<file path="config.mk">
export PLATFORM = sky130hd
export DESIGN_NAME = hazard_scoreboard
export DESIGN_NICKNAME = d
export VERILOG_FILES = /design/src/rtl/hazard_pkg.sv /design/src/rtl/hazard_reg_counter.sv /design/src/rtl/hazard_scoreboard.sv
export SDC_FILE = /design/constraint.sdc
export NUM_CORES = 1
export LEC_CHECK = 0
export CAP_MARGIN = 0
export CELL_PAD_IN_SITES_DETAIL_PLACEMENT = 0
export CELL_PAD_IN_SITES_GLOBAL_PLACEMENT = 1
export CORE_MARGIN = 2
export CORE_UTILIZATION = 45
export CTS_CLUSTER_DIAMETER = 40
export DETAILED_ROUTE_END_ITERATION = 7
export PLACE_DENSITY_LB_ADDON = 0.1
export RECOVER_POWER = 50
export SETUP_SLACK_MARGIN = 0.2
export SYNTH_ARGS = -nofsm -noshare
export SYNTH_HDL_FRONTEND = slang
export SYNTH_SLANG_ARGS = --single-unit
</file>
<file path="constraint.sdc">
create_clock -name clk -period 4.1 [get_ports clk]
set_input_delay 0.615 -clock clk [delete_from_list [all_inputs] [get_ports clk]]
set_output_delay 0.615 -clock clk [all_outputs]
set_load 0.05 [all_outputs]
</file>
<file path="src/rtl/hazard_pkg.sv">
// Shared encodings and default latencies for the register hazard scoreboard.
package hazard_pkg;

    typedef enum logic [1:0] {
        CLS_ALU  = 2'd0,
        CLS_LOAD = 2'd1,
        CLS_MUL  = 2'd2,
        CLS_NONE = 2'd3
    } issue_class_e;

    localparam int DEF_NUM_REGS = 32;
    localparam int DEF_ADDR_W   = 5;
    localparam int DEF_LAT_W    = 3;
    localparam int DEF_LOAD_LAT = 2;
    localparam int DEF_MUL_LAT  = 3;

    localparam logic [15:0] STALL_CNT_MAX = 16'hFFFF;

endpackage

</file>
<file path="src/rtl/hazard_reg_counter.sv">
// Per-register result countdown: a clear beats a load, and a load beats the
// normal decrement toward zero.
module hazard_reg_counter #(
    parameter int LAT_W = 3
) (
    input  logic             clk,
    input  logic             rst,
    input  logic             load_i,
    input  logic [LAT_W-1:0] load_val_i,
    input  logic             clear_i,
    output logic [LAT_W-1:0] cnt_o,
    output logic             busy_o
);

    logic [LAT_W-1:0] cnt_q;
    logic [LAT_W-1:0] cnt_d;

    always_comb begin
        cnt_d = cnt_q;
        if (clear_i) begin
            cnt_d = '0;
        end else if (load_i) begin
            cnt_d = load_val_i;
        end else if (cnt_q != '0) begin
            cnt_d = cnt_q - LAT_W'(1);
        end
    end

    always_ff @(posedge clk or posedge rst) begin
        if (rst) begin
            cnt_q <= '0;
        end else begin
            cnt_q <= cnt_d;
        end
    end

    assign cnt_o  = cnt_q;
    assign busy_o = (cnt_q != '0);

endmodule

</file>
<file path="src/rtl/hazard_scoreboard.sv">
// Register scoreboard producing the ID-stage interlock stall.
// Build option: define HAZARD_FWD_EN when the EX/MEM bypass exists (stall threshold 1 instead of 0).
module hazard_scoreboard
    import hazard_pkg::*;
#(
    parameter int NUM_REGS = DEF_NUM_REGS,
    parameter int ADDR_W   = DEF_ADDR_W,
    parameter int LAT_W    = DEF_LAT_W,
    parameter int LOAD_LAT = DEF_LOAD_LAT,
    parameter int MUL_LAT  = DEF_MUL_LAT
) (
    input  logic                clk,
    input  logic                rst,
    input  logic [ADDR_W-1:0]   id_rs1_addr,
    input  logic [ADDR_W-1:0]   id_rs2_addr,
    input  logic                id_rs1_used,
    input  logic                id_rs2_used,
    input  logic                issue_valid,
    input  logic [ADDR_W-1:0]   issue_rd_addr,
    input  logic [1:0]          issue_class,
    input  logic                flush,
    output logic                pipeline_stall,
    output logic [NUM_REGS-1:0] busy_vec,
    output logic [15:0]         stall_count
);

`ifdef HAZARD_FWD_EN
    localparam int STALL_TH = 1;
`else
    localparam int STALL_TH = 0;
`endif

    logic [LAT_W-1:0]  cnt [NUM_REGS];
    logic [LAT_W-1:0]  issue_lat;
    logic [LAT_W-1:0]  rs1_cnt;
    logic [LAT_W-1:0]  rs2_cnt;
    logic              rs1_hazard;
    logic              rs2_hazard;
    logic              issue_accept;
    logic              last_valid_q;
    logic [ADDR_W-1:0] last_rd_q;
    logic [15:0]       stall_count_q;

    always_comb begin
        issue_lat = '0;
        case (issue_class_e'(issue_class))
            CLS_ALU:  issue_lat = LAT_W'(1);
            CLS_LOAD: issue_lat = LAT_W'(LOAD_LAT);
            CLS_MUL:  issue_lat = LAT_W'(MUL_LAT);
            default:  issue_lat = '0;
        endcase
    end

    assign rs1_cnt    = cnt[id_rs1_addr];
    assign rs2_cnt    = cnt[id_rs2_addr];
    assign rs1_hazard = id_rs1_used && (id_rs1_addr != '0) && (rs1_cnt > LAT_W'(STALL_TH));
    assign rs2_hazard = id_rs2_used && (id_rs2_addr != '0) && (rs2_cnt > LAT_W'(STALL_TH));

    // A flush squashes the ID instruction, so it can never be held back.
    assign pipeline_stall = !flush && (rs1_hazard || rs2_hazard);

    assign issue_accept = issue_valid && !pipeline_stall && !flush &&
                          (issue_rd_addr != '0) &&
                          (issue_class_e'(issue_class) != CLS_NONE);

    assign cnt[0]      = '0;
    assign busy_vec[0] = 1'b0;

    for (genvar r = 1; r < NUM_REGS; r++) begin : g_reg
        hazard_reg_counter #(
            .LAT_W (LAT_W)
        ) u_cnt (
            .clk        (clk),
            .rst        (rst),
            .load_i     (issue_accept && (issue_rd_addr == ADDR_W'(r))),
            .load_val_i (issue_lat),
            .clear_i    (flush && last_valid_q && (last_rd_q == ADDR_W'(r))),
            .cnt_o      (cnt[r]),
            .busy_o     (busy_vec[r])
        );
    end

    // Tracks the producer now in EX so a flush can retract its reservation.
    always_ff @(posedge clk or posedge rst) begin
        if (rst) begin
            last_valid_q <= 1'b0;
            last_rd_q    <= '0;
        end else begin
            last_valid_q <= issue_accept;
            if (issue_accept) begin
                last_rd_q <= issue_rd_addr;
            end
        end
    end

    always_ff @(posedge clk or posedge rst) begin
        if (rst) begin
            stall_count_q <= '0;
        end else if (pipeline_stall && (stall_count_q != STALL_CNT_MAX)) begin
            stall_count_q <= stall_count_q + 16'd1;
        end
    end

    assign stall_count = stall_count_q;

endmodule

</file>
# Yosys cells after proc, flatten, opt, wreduce, memory -nomap -nowiden
# Cells that the tools add are included.
[totals]
regBits = 115
inputBits = 23
word_cells = 380
output_inout_bits = 49
[classes]
n_addsub = 32
bitwise_logic = 2
n_lt_le_gt_ge = 4
n_eq_ne = 66
reduce_logical = 142
n_mux = 100
[ops]
columns = ["op", "n"]
rows = [
  ["3-bit two-way mux", 97],
  ["3-bit nonzero test", 62],
  ["5-bit equality test, second input constant", 32],
  ["3-bit by 1-bit subtractor with 3-bit output, second input constant", 31],
  ["5-bit by 4-bit equality test with 1-bit output, second input constant", 16],
  ["1-bit logical AND", 73],
  ["5-bit by 3-bit equality test with 1-bit output, second input constant", 8],
  ["3-bit binary-select mux with 5-bit select", 2],
  ["5-bit by 2-bit equality test with 1-bit output, second input constant", 4],
  ["16-bit by 1-bit adder with 16-bit output, second input constant", 1],
  ["16-bit inequality test, second input constant", 1],
  ["5-bit nonzero test", 3],
  ["6-bit greater-or-equal comparator, second input constant", 2],
  ["5-bit inverter with 6-bit output", 2],
  ["5-bit by 1-bit equality test with 1-bit output, second input constant", 2],
  ["3-bit by 1-bit > comparator with 1-bit output, second input constant", 2],
  ["2-bit one-hot mux with 3 select lines", 1],
  ["2-bit by 1-bit equality test with 1-bit output, second input constant", 1],
  ["2-bit equality test, second input constant", 1],
  ["1-bit zero test", 2],
  ["2-bit zero test", 1],
  ["2-bit inequality test, second input constant", 1],
  ["1-bit logical OR", 1],
]

# Depth between registers and ports, before layout
# Gate-level depths: netlist of run 1.
[depth]
ltp_word = 16
mapped_depth = 11
depth_no_buf = 7

# By module
# A second synthesis of run 1 with hierarchy kept.
[unflattened]
hier_cells = 1000
area_unflattened_um2 = 9096.2
[modules_own_cells]
columns = ["mod", "instances", "area_each_um2", "cells_per_inst"]
rows = [
  ["hazard_reg_counter", 31, 215.2, 22],
  ["hazard_scoreboard", 1, 2424.8, 318],
]

# Worst setup path before layout of run 1
# Ideal clock, no wire load.
[synth_path]
kind = "input to output"
from = "input id_rs1_addr[0]"
to = "output pipeline_stall"
n_path_buf = 2
cell_stages = 7
arrival_time_ps = 2672
setup_slack_ps = 813
t_required_ps = 3485
cell_sequence = "buf_4 > clkbuf_1 > mux4_2 > a221oi_1 > a311oi_1 > o211a_1 > nor2_1"
[synth_between]
elab_chain_cells = 8
[synth_lines]
columns = ["item", "line", "source"]
rows = [
  ["start: declaration", "hazard_scoreboard.sv:14", "input logic [ADDR_W-1:0] id_rs1_addr,"],
  ["5-bit inverter with 6-bit output (implied by the code)", "hazard_scoreboard.sv:54", "assign rs1_cnt = cnt[id_rs1_addr];"],
  ["3-bit binary-select mux with 5-bit select", "hazard_scoreboard.sv:54", ""],
  ["3-bit two-way mux (implied by the code) (2 in series)", "hazard_scoreboard.sv:54", ""],
  ["3-bit by 1-bit > comparator with 1-bit output", "hazard_scoreboard.sv:56", "assign rs1_hazard = id_rs1_used && (id_rs1_addr != '0) && (rs1_cnt > LAT_W'(STALL_TH));"],
  ["1-bit logical AND *", "hazard_scoreboard.sv:56", ""],
  ["1-bit logical OR *", "hazard_scoreboard.sv:60", "assign pipeline_stall = !flush && (rs1_hazard || rs2_hazard);"],
  ["1-bit logical AND *", "hazard_scoreboard.sv:60", ""],
  ["end: declaration", "hazard_scoreboard.sv:22", "output logic pipeline_stall,"],
]
# Mark *: on every way between the ends. The rest lies on a longest branch, timed or not. The select of a mux whose other input is x is not followed.

# Final worst setup path of run 1
# Ends and elaborated chain as after synthesis.

==> flow_metrics.tcl, run 1 <==
set metrics [dict create \
    yosysSeqAreaShare_pct 31.95 \
    internal_power_mw 4.573 \
    p_leak_nw 4.690 \
    cts_tree "yes" \
    antenna_found_initial 0 \
    core_region_area_um2 19530 \
    nets 1204 \
    drt-total-wl_um 24430 \
    worstSetupPathType "in2out" \
    slowest_stage "mux4_2" \
    cts_root_buf "clkbuf_16" \
    rsz0062_at_grt "false" \
    grt_util_all_layers_pct 23.95 \
    holdBufCountCts 0 \
    synth_most_common_cell "nand2_1" \
    fin_crit_ns 3.823 \
    fin_tns_setup_ns 0 \
    fin_cells 1393 \
    min_period_over_period_pct 93.24 \
    startpoint_type "primary input" \
    synth_area_leaders "dfrtp_1 (32%), ha_1 (9.2%), nand2_1 (8.6%)" \
    fin_skew_ns 0.01196 \
    route.detailed.vias_per_inst 5.264 \
    dieArea_um2 21160 \
    fmax_mhz 261.6 \
    grt_max_degree 60 \
    h-tree-depth 4 \
    failed_checks "max-capacitance violations, max-slew violations" \
    synth_nets 1147 \
    finalInstanceArea_um2 10560 \
    hold_violations 0 \
    portBuffers 70 \
    netlist_instances 1058 \
    avgSynthCellArea_um2 8.512 \
    cpMostUsedCell "buf_4" \
    run_status "complete, but fails checks" \
    grt_pass1_vias 7093 \
    rows 51 \
    fin_hold_ws_ns 0.4867 \
    yosys.area.top_type "dfrtp_1" \
    arrival_ns 3.21 \
    clkSlewWorstSetupHoldPaths_ns 0.06 \
    vias 7333 \
    ant_nets 0 \
    drt-initial-drc-count 460 \
    dpl-instance-area_um2 9921 \
    power.share.clock_pct 19.3 \
    p_sw_mw 3.771 \
    io_pins 72 \
    drc 0 \
    die_w_um 145.5 \
    clock_path_buffers 2 \
    critical_path_required_ns 3.48 \
    clk_latency_ns 0.43 \
    clock-sinks 115 \
    area_growth_pct 17.30 \
    cts_buffers 17 \
    slew_headroom_pct -80.41 \
    routedWlPerCell_um 17.54 \
    synthArstFlopShare_pct 100.0 \
    vdd_drop_max_mv 0.4916 \
    comb_power_share_pct 52.6 \
    syn_area_um2 9006 \
    crit_fanout 15 \
    setup_viol 0 \
    power.total_mw 8.345 \
    ys.flop_type "dfrtp_1" \
    drive_above_1_share_pct 11.26 \
    dp_hpwl_um 18390 \
    synth_edf_count 0 \
    worstSetupEndpointType "output pin" \
    place_congestion 0.8524 \
    ys_types 61 \
    path_cells "clkdlybuf4s50_1 -> buf_4 -> mux4_2 -> a221oi_1 -> a311oi_2 -> o211a_1 -> nor2_1 -> buf_4" \
    n_antenna_cell 0 \
    maxCapViolCount 1 \
    yosysTopAreaCellShare_pct 31.95 \
    slowest_delay_ns 0.56 \
    synth_warnings 0 \
    start_util_pct 46.12 \
    p_sw_share_pct 45.20 \
    p_per_area_nw_per_um2 789.9 \
    r2r_slack_ns 1.17 \
    first_pass_iters 5 \
    grt_pass1_wl_um 39580 \
    netlist_top_cells_count "nand2_1 (206), inv_1 (137), dfrtp_1 (115), nor2_1 (78), ha_1 (66)" \
    hold_path.class "reg2reg" \
    tightest_slew_ns 2.691 \
    cts_setup_buffers 0 \
    dp.cells 1361 \
    die_h_um 145.5 \
    finalMaxSlewViolations 58 \
    ys_seq_elements 115 \
    grt_overflow 0 \
    seqPwrFrac_pct 28.1 \
]
sequential cells by signal (all words and copies together), names as in the netlist:
register	count
stall_count	16
last_rd_q	5
g.u_cnt.cnt_o	93
last_valid_q	1
layout make-up:
cell class / count / area, um^2
Sequential cell: 115 / 2878
Fill cell: 1884 / 8962
Timing Repair Buffer: 100 / 947.2
Clock buffer: 17 / 425.4
Multi-Input combinational cell: 744 / 5259
Tap cell: 265 / 331.6
Inverter: 137 / 515.5
Clock inverter: 15 / 207.7
power groups by stage:
stage / Sequential (mW) / Clock (mW) / Combinational (mW)
2_1_floorplan: 2.27 / 0 / 3.49
3_5_place_dp: 2.36 / 0 / 4.40
5_1_grt: 2.44 / 1.68 / 5.00
6_report: 2.35 / 1.61 / 4.39
4_1_cts: 2.34 / 1.63 / 4.44
3_3_place_gp: 2.36 / 0 / 4.33
routing by layer:
layer	routed length, um	global-route usage [%]
met1	11860	35.16
met2	10860	36.23
met3	1207	3.605
met4	499	7.892
met5	0	0
metrics by stage:
stage	utilization, %	worst slack [ns]
after global placement	50.81	0.1739
after detailed placement	50.81	0.1469
after floorplan	-	0.4409
final	54.10	0.2773
after global routing	54.10	0.2032
after CTS	54.09	0.2217
worst max-delay path: cells and delay by family:
kind            cells  cell delay [ns]
buf+inv             3             1.04
compound gates      3             0.86
simple gates        1             0.11
mux                 1             0.56
timing repair:
| action | 4_1_cts | 5_1_grt |
|---|---|---|
| gates cloned | 0 | 0 |
| endpoints found under the setup margin | 1 | 1 |
| gates resized for setup | 2 | 5 |
| pin swaps | 0 | 1 |
path summary, 6_finish.rpt:
path                                          start                       end  depth (start not counted)
min in group asynchronous                       rst  g_reg[12].u_cnt.cnt_o[2]                          2
max                                  id_rs1_addr[0]            pipeline_stall                          8
max in group asynchronous                       rst           stall_count[15]                          3
min                                  stall_count[8]            stall_count[8]                          1
max reg2reg                g_reg[10].u_cnt.cnt_o[1]  g_reg[28].u_cnt.cnt_o[1]                          8
min reg2reg                          stall_count[8]            stall_count[8]                          1
layout by cell type (no fill, tap or decap), types with 13 or more instances in the layout:
cell type	count
a21oi_1	19
buf_4	28
clkbuf_16	17
clkdlybuf4s50_1	41
dfrtp_1	115
dlygate4sd3_1	25
ha_1	66
inv_1	136
mux2_2	13
mux2i_1	48
nand2_1	206
nand3_1	16
nor2_1	77
nor3_1	45
nor4_1	14
nor4_4	22
o21ai_0	51
or3_1	14
xnor2_1	38
logic make-up after synthesis:
group | count (synthesis) | synth area share [%]
AOI/OAI and AO/OA | 120 | 8.697
xor gates and xnor gates | 46 | 4.474
adders and majority gates | 66 | 9.169
buffers and inverters | 199 | 10.07
DFF | 115 | 31.95
muxes | 72 | 9.586
other | 1 | 0.04164
and+or+nand+nor | 439 | 26.01
Power figures use the tool's default switching activity.
==> inputs of run 2 (changes only) <==
--- a/config.mk
+++ b/config.mk
@@ -5,11 +5,12 @@
 export SDC_FILE = /design/constraint.sdc
 export NUM_CORES = 1
 export LEC_CHECK = 0
-export CAP_MARGIN = 0
+export ABC_AREA = 1
+export CAP_MARGIN = 10
 export CELL_PAD_IN_SITES_DETAIL_PLACEMENT = 0
 export CELL_PAD_IN_SITES_GLOBAL_PLACEMENT = 1
 export CORE_MARGIN = 2
-export CORE_UTILIZATION = 45
+export CORE_UTILIZATION = 43
 export CTS_CLUSTER_DIAMETER = 40
 export DETAILED_ROUTE_END_ITERATION = 7
 export PLACE_DENSITY_LB_ADDON = 0.1
==> flow_metrics.tcl, run 2 <==
set metrics [dict create \
    run_status "complete, but fails checks" \
    failed_checks "max-capacitance violations, max-slew violations" \
    netlist_top_cells_count "nand2_1 (455), inv_1 (280), nor2_1 (132), dfrtp_1 (115), nand3_1 (100)" \
    drive_above_1_share_pct 8.941 \
    tightest_slew_ns 1.948 \
    routedWlPerCell_um 16.20 \
    p_leak_nw 5.969 \
    die_w_um 157.6 \
    synth_area_leaders "dfrtp_1 (28%), nand2_1 (17%), inv_1 (10%)" \
    grt_util_all_layers_pct 26.02 \
    power.total_mw 8.389 \
    grt_pass1_wl_um 49210 \
    seqCellArea_um2 2878 \
    slew_headroom_pct -30.59 \
    fin_skew_ns 0.01372 \
    rows 56 \
    worstSetupEndpointType "output pin" \
    synth_nets 1620 \
    n_antenna_cell 0 \
    largest_reg_flops 93 \
    antenna_found_initial 0 \
    yosysSeqAreaShare_pct 28.38 \
    fin_tns_setup_ns 0 \
    clk_latency_ns 0.44 \
    ys.flop_type "dfrtp_1" \
    dp_hpwl_um 23530 \
    final_cell_mix "nand2_1 (455), inv_1 (278), nor2_1 (131)" \
    avgSynthCellArea_um2 6.622 \
    critical_path_required_ns 3.48 \
    h-tree-depth 4 \
    setup_viol 0 \
    hold_violations 0 \
    area_growth_pct 12.53 \
    min_period_over_period_pct 88.04 \
    crit_fanout 28 \
    crit_start "id_rs1_addr[0]" \
    cts_root_buf "clkbuf_16" \
    worstHoldStart "g_reg[7].u_cnt.cnt_o[0]" \
    synth_simple_gate_area_share_pct 39.89 \
    ys_seq_elements 115 \
    grt_pass1_vias 9056 \
    fin_hold_ws_ns 0.4766 \
    synth-xor-area-share_pct 1.296 \
    grt_overflow 0 \
    synthArstFlopShare_pct 100.0 \
    start_util_pct 43.45 \
    clkSlewWorstSetupHoldPaths_ns 0.06 \
    first_pass_iters 5 \
    fin_crit_ns 3.610 \
    vdd_drop_max_mv 0.2966 \
    dieArea_um2 24820 \
    critPathTopFamily "buffers and inverters" \
    arrival_ns 2.99 \
    holdBufCountCts 0 \
    synth_most_common_cell "nand2_1" \
    fmax_mhz 277.0 \
    finalMaxSlewViolations 41 \
    maxCapViolCount 1 \
    clock-sinks 115 \
    rsz0062_at_grt "false" \
    syn_area_um2 10140 \
    drt-initial-drc-count 742 \
    drc 0 \
    cts_buffers 17 \
    synthMuxAreaShare_pct 0 \
    cts_tree "yes" \
    io_pins 72 \
    ant_nets 0 \
    core_region_area_um2 23330 \
    slowest_stage "clkdlybuf4s50_1" \
    drt-total-wl_um 30720 \
    netlist_instances 1531 \
    cp_num_buf_inv 4 \
    nets 1653 \
    ys_types 37 \
    route.detailed.vias_per_inst 4.993 \
    synth_top_family_by_area "simple AND/OR/NAND/NOR gates" \
    cts_setup_buffers 0 \
    clock_path_buffers 2 \
    p_per_area_nw_per_um2 735.4 \
    hold_path.class "reg2reg" \
    synth-adder-area-share_pct 8.145 \
    place_congestion 0.8947 \
    slowest_delay_ns 0.67 \
    path_cells "clkdlybuf4s50_1 -> nand2_1 -> inv_2 -> nand2_1 -> nand3_1 -> nor2_1 -> nand2_1 -> nand3_1 -> nand3_1 -> nand3_2 -> nand2_4 -> nand2_8 -> inv_2 -> buf_12" \
    r2r-start "g_reg[10].u_cnt.cnt_o[0]" \
    yosys.area.top_type "dfrtp_1" \
    die_h_um 157.6 \
    portBuffers 70 \
    synth_edf_count 0 \
    post_cts_resized 0 \
    n_fill_cell 2462 \
    final_common_cell "nand2_1" \
    synth_warnings 0 \
    synth_compound_area_share_pct 5.381 \
    multi_input_comb_area_um2 5553 \
    grt_max_degree 54 \
    worstSetupPathType "in2out" \
    yosysTopAreaCellShare_pct 28.38 \
    startpoint_type "primary input" \
    vias 9467 \
]
==> run 2: changes by cell type after synthesis, moves of 34 or more <==
cell     delta
nand2_1   +249
inv_1     +143
nand4_1    +93
nand3_1    +84
nor2_1     +54
mux2i_1    -48
inv_2      +34
==> run 2: through the flow <==
| stage | cell area [um^2] | utilization (%) | setup slack, ns | instances |
|---|---|---|---|---|
| floorplan | 10140 | - | 0.4409 | 1531 |
| global placement | 10870 | 46.57 | 0.5153 | 1864 |
| detailed placement | 10870 | 46.57 | 0.5144 | 1864 |
| CTS | 11430 | 48.99 | 0.5032 | 1896 |
| global route | 11410 | 48.90 | 0.3483 | 1896 |
| finish | 11410 | 48.90 | 0.4904 | 1896 |
==> run 2: final timing paths <==
check | to | slack [ns] | depth (start not counted)
setup / recovery | pipeline_stall | 0.49 | 14
hold / removal | g_reg[7].u_cnt.cnt_o[0] | 0.48 | 2
setup reg to reg | g_reg[10].u_cnt.cnt_o[1] | 1.39 | 17
hold reg to reg | g_reg[7].u_cnt.cnt_o[0] | 0.48 | 2
max in group asynchronous | g_reg[18].u_cnt.cnt_o[2] | 1.01 | 3
min in group asynchronous | g_reg[15].u_cnt.cnt_o[0] | 1.11 | 2
==> run 2: cell families (layout without fill, tap and decap cells) <==
kind of cell | after synthesis | count (layout)
xor+xnor | 15 | 15
fa+ha+maj | 66 | 66
flops | 115 | 115
other cells | 1 | 1
buf+inv | 387 | 433
simple gates | 849 | 849
compound gates | 98 | 98
==> run 2: cell type report <==
| cell class | count | share of cell area [%] |
|---|---|---|
| Tap cell | 319 | 3.499 |
| Timing Repair Buffer | 84 | 7.217 |
| Sequential cell | 115 | 25.22 |
| Clock buffer | 17 | 3.729 |
| Inverter | 317 | 10.45 |
| Multi-Input combinational cell | 1029 | 48.67 |
| Clock inverter | 15 | 1.206 |
==> run 2: worst register-to-register path, delay by kind of cell (launching register included) <==
family / cells / cell delay [ns]
simple gates: 14 / 1.64
flops: 1 / 0.40
buf+inv: 2 / 0.40
compound gates: 1 / 0.15
==> run 2: where the power goes <==
part	switching, mW	internal [mW]
sequential	0.344	1.70
combinational	3.17	1.69
clock	0.684	0.803
==> run 2: per-layer routing <==
layer / vias to the layer above / global-route usage (%) / part of all wire [%]
met5: - / 0 / 0
met4: 0 / 6.277 / 1.5
met3: 28 / 4.405 / 5.9
met2: 211 / 40.59 / 44
met1: 4373 / 37.43 / 48
li1: 4855 / - / -
==> inputs of run 3 (changes only) <==
--- a/config.mk
+++ b/config.mk
@@ -10,7 +10,7 @@
 export CELL_PAD_IN_SITES_DETAIL_PLACEMENT = 0
 export CELL_PAD_IN_SITES_GLOBAL_PLACEMENT = 1
 export CORE_MARGIN = 2
-export CORE_UTILIZATION = 43
+export CORE_UTILIZATION = 39
 export CTS_CLUSTER_DIAMETER = 40
 export DETAILED_ROUTE_END_ITERATION = 7
 export PLACE_DENSITY_LB_ADDON = 0.1
==> constraint.sdc (replaced) <==
create_clock -name clk -period 3.07 [get_ports clk]
set_input_delay 0.4605 -clock clk [delete_from_list [all_inputs] [get_ports clk]]
set_output_delay 0.4605 -clock clk [all_outputs]
set_load 0.05 [all_outputs]
==> flow_metrics.tcl, run 3 (synthesis gave the netlist of run 2 again) <==
set metrics [dict create \
    run_status "complete, but fails checks" \
    failed_checks "max-capacitance violations, max-slew violations" \
    finalMaxSlewViolations 66 \
    p_sw_share_pct 49.05 \
    n_fill_cell 2718 \
    ant_nets 0 \
    dieArea_um2 27300 \
    clock_path_buffers 2 \
    clock-sinks 115 \
    cts_tree "yes" \
    nets 1687 \
    rsz0062_at_grt "true" \
    min_period_over_period_pct 92.84 \
    p_per_area_nw_per_um2 969.9 \
    n_antenna_cell 0 \
    tightest_slew_ns 1.743 \
    r2r-end "g_reg[28].u_cnt.cnt_o[0]" \
    final_common_cell "nand2_1" \
    dp_hpwl_um 24170 \
    area_growth_pct 17.08 \
    portBuffers 70 \
    arrival_ns 2.39 \
    place_congestion 0.8682 \
    core_region_area_um2 25760 \
    grt_pass1_vias 9221 \
    h-tree-depth 4 \
    grt_pass1_wl_um 49820 \
    post-route-worst-setup-slack_ns 0.2200 \
    fin_crit_ns 2.850 \
    route.detailed.vias_per_inst 4.946 \
    fin_tns_setup_ns 0 \
    grt_max_degree 95 \
    power.share.clock_pct 18.6 \
    grt_util_all_layers_pct 24.10 \
    drt-initial-drc-count 560 \
    rows 59 \
    comb_power_share_pct 57.7 \
    dp.cells 1907 \
    drive_above_1_share_pct 11.17 \
    worstSetupEndpointType "output pin" \
    vias 9625 \
    start_util_pct 39.35 \
    drc 0 \
    first_pass_iters 5 \
    final_cell_mix "nand2_1 (454), inv_1 (278), nor2_1 (131)" \
    hold_path.class "in2async" \
    reg2reg_depth 18 \
    clkSlewWorstSetupHoldPaths_ns 0.08 \
    hold_violations 0 \
    largest_reg_flops 93 \
    startpoint_type "primary input" \
    holdBufCountCts 0 \
    fmax_mhz 350.9 \
    fin_cells 1946 \
    drt-total-wl_um 31940 \
    routedWlPerCell_um 16.41 \
    vdd_drop_max_mv 0.5125 \
    io_pins 72 \
    critical_path_required_ns 2.61 \
    internal_power_mw 5.865 \
    setup_viol 0 \
    pre_cts_slack_ns -0.08048 \
    worstSetupPathType "in2out" \
    antenna_found_initial 1 \
    seqPwrFrac_pct 23.6 \
    cts_buffers 17 \
    r2r_slack_ns 0.42 \
    p_leak_nw 6.222 \
    p_sw_mw 5.647 \
    maxCapViolCount 1 \
    fin_skew_ns 0.01793 \
    cts_root_buf "clkbuf_16" \
    r2r-start "g_reg[10].u_cnt.cnt_o[2]" \
    die_w_um 165.2 \
    die_h_um 165.2 \
    grt_overflow 0 \
    clk_latency_ns 0.43 \
    slew_headroom_pct -16.17 \
    crit_fanout 9 \
]
run 3: cell count changes in the layout (fill, tap and decap cells not counted), sizes merged:
| cell | previous run | this run |
|---|---|---|
| buf | 13 | 44 |
| dlygate4sd3 | 24 | 17 |
| clkbuf | 19 | 24 |
| clkdlybuf4s50 | 45 | 48 |
| inv | 323 | 320 |
| bufinv | 0 | 2 |
| dlygate4sd2 | 0 | 2 |
| clkinv | 6 | 7 |
| clkinvlp | 3 | 2 |
| nor2 | 138 | 139 |
run 3: metrics by stage:
step / hold slack [ns] / utilization, % / cell area, um^2 / total power, mW
detailed placement: 0.4648 / 43.44 / 11190 / 9.372
global placement: 0.4628 / 43.44 / 11190 / 9.311
global route: 0.4873 / 46.07 / 11870 / 12.69
floorplan: 0.4483 / - / 10140 / 7.843
CTS: 0.3191 / 46.00 / 11850 / 11.60
finish: 0.4467 / 46.07 / 11870 / 11.51
run 3: cell type report:
class	instances	area (um^2)	area share [%]
clock buffers	18	439.2	3.700
well taps	335	419.2	3.531
repair buffers	117	1187	10.00
multi-input cells	1030	5579	47.00
inverters	317	1202	10.13
clock inverters	14	165.2	1.391
flip-flops and latches	115	2878	24.24
run 3: worst max-delay path by stage:
stage | from | end | slack (ns) | depth (start not counted)
finish | id_rs2_addr[0] | pipeline_stall | 0.22 | 18
global route | rst | g_reg[14].u_cnt.cnt_o[0] | 0.13 | 3
CTS | id_rs2_addr[0] | pipeline_stall | 0.23 | 18
detailed placement | id_rs1_addr[1] | g_reg[27].u_cnt.cnt_o[1] | -0.08 | 19
global placement | id_rs1_addr[1] | g_reg[27].u_cnt.cnt_o[0] | -0.07 | 19
floorplan | id_rs1_addr[1] | stall_count[3] | 0.81 | 17
run 3: per-layer routing:
metal | GRT usage, % | vias to the layer above | share of wire [%]
met5 | 0 | - | 0.031
met4 | 6.166 | 2 | 1.5
met3 | 5.495 | 38 | 5.5
met2 | 38.35 | 214 | 45
met1 | 33.01 | 4449 | 48
li1 | - | 4922 | -
run 3: critical path: stages:
cell and delay, ns:
clkdlybuf4s50_1 0.51, buf_12 0.14, inv_2 0.05, buf_4 0.17, nand2_1 0.06, nand3_1 0.07, nand2_1 0.08, clkinv_1 0.05
nand3_1 0.08, nand2_1 0.07, nand2_1 0.06, nand2_1 0.05, nand2_1 0.06, nand3_2 0.08, nand2_4 0.10, nand2_8 0.07
inv_8 0.07, buf_12 0.13
run 3: power by group through the flow:
stage | clock, mW | combinational [mW] | sequential [mW]
after floorplan | 0 | 5.11 | 2.73
after global placement | 0 | 6.57 | 2.74
after detailed placement | 0 | 6.64 | 2.73
after CTS | 2.19 | 6.69 | 2.72
after global routing | 2.26 | 7.63 | 2.81
final | 2.15 | 6.64 | 2.72
run 3: repair_timing:
| action | 4_1_cts | 5_1_grt |
|---|---|---|
| setup endpoints to repair | 1 | 71 |
| cloned | 1 | 2 |
| hold endpoints to repair | 0 | 0 |
| gates resized for setup | 11 | 6 |
| setup buffers | 4 | 0 |
| pin swaps | 2 | 0 |
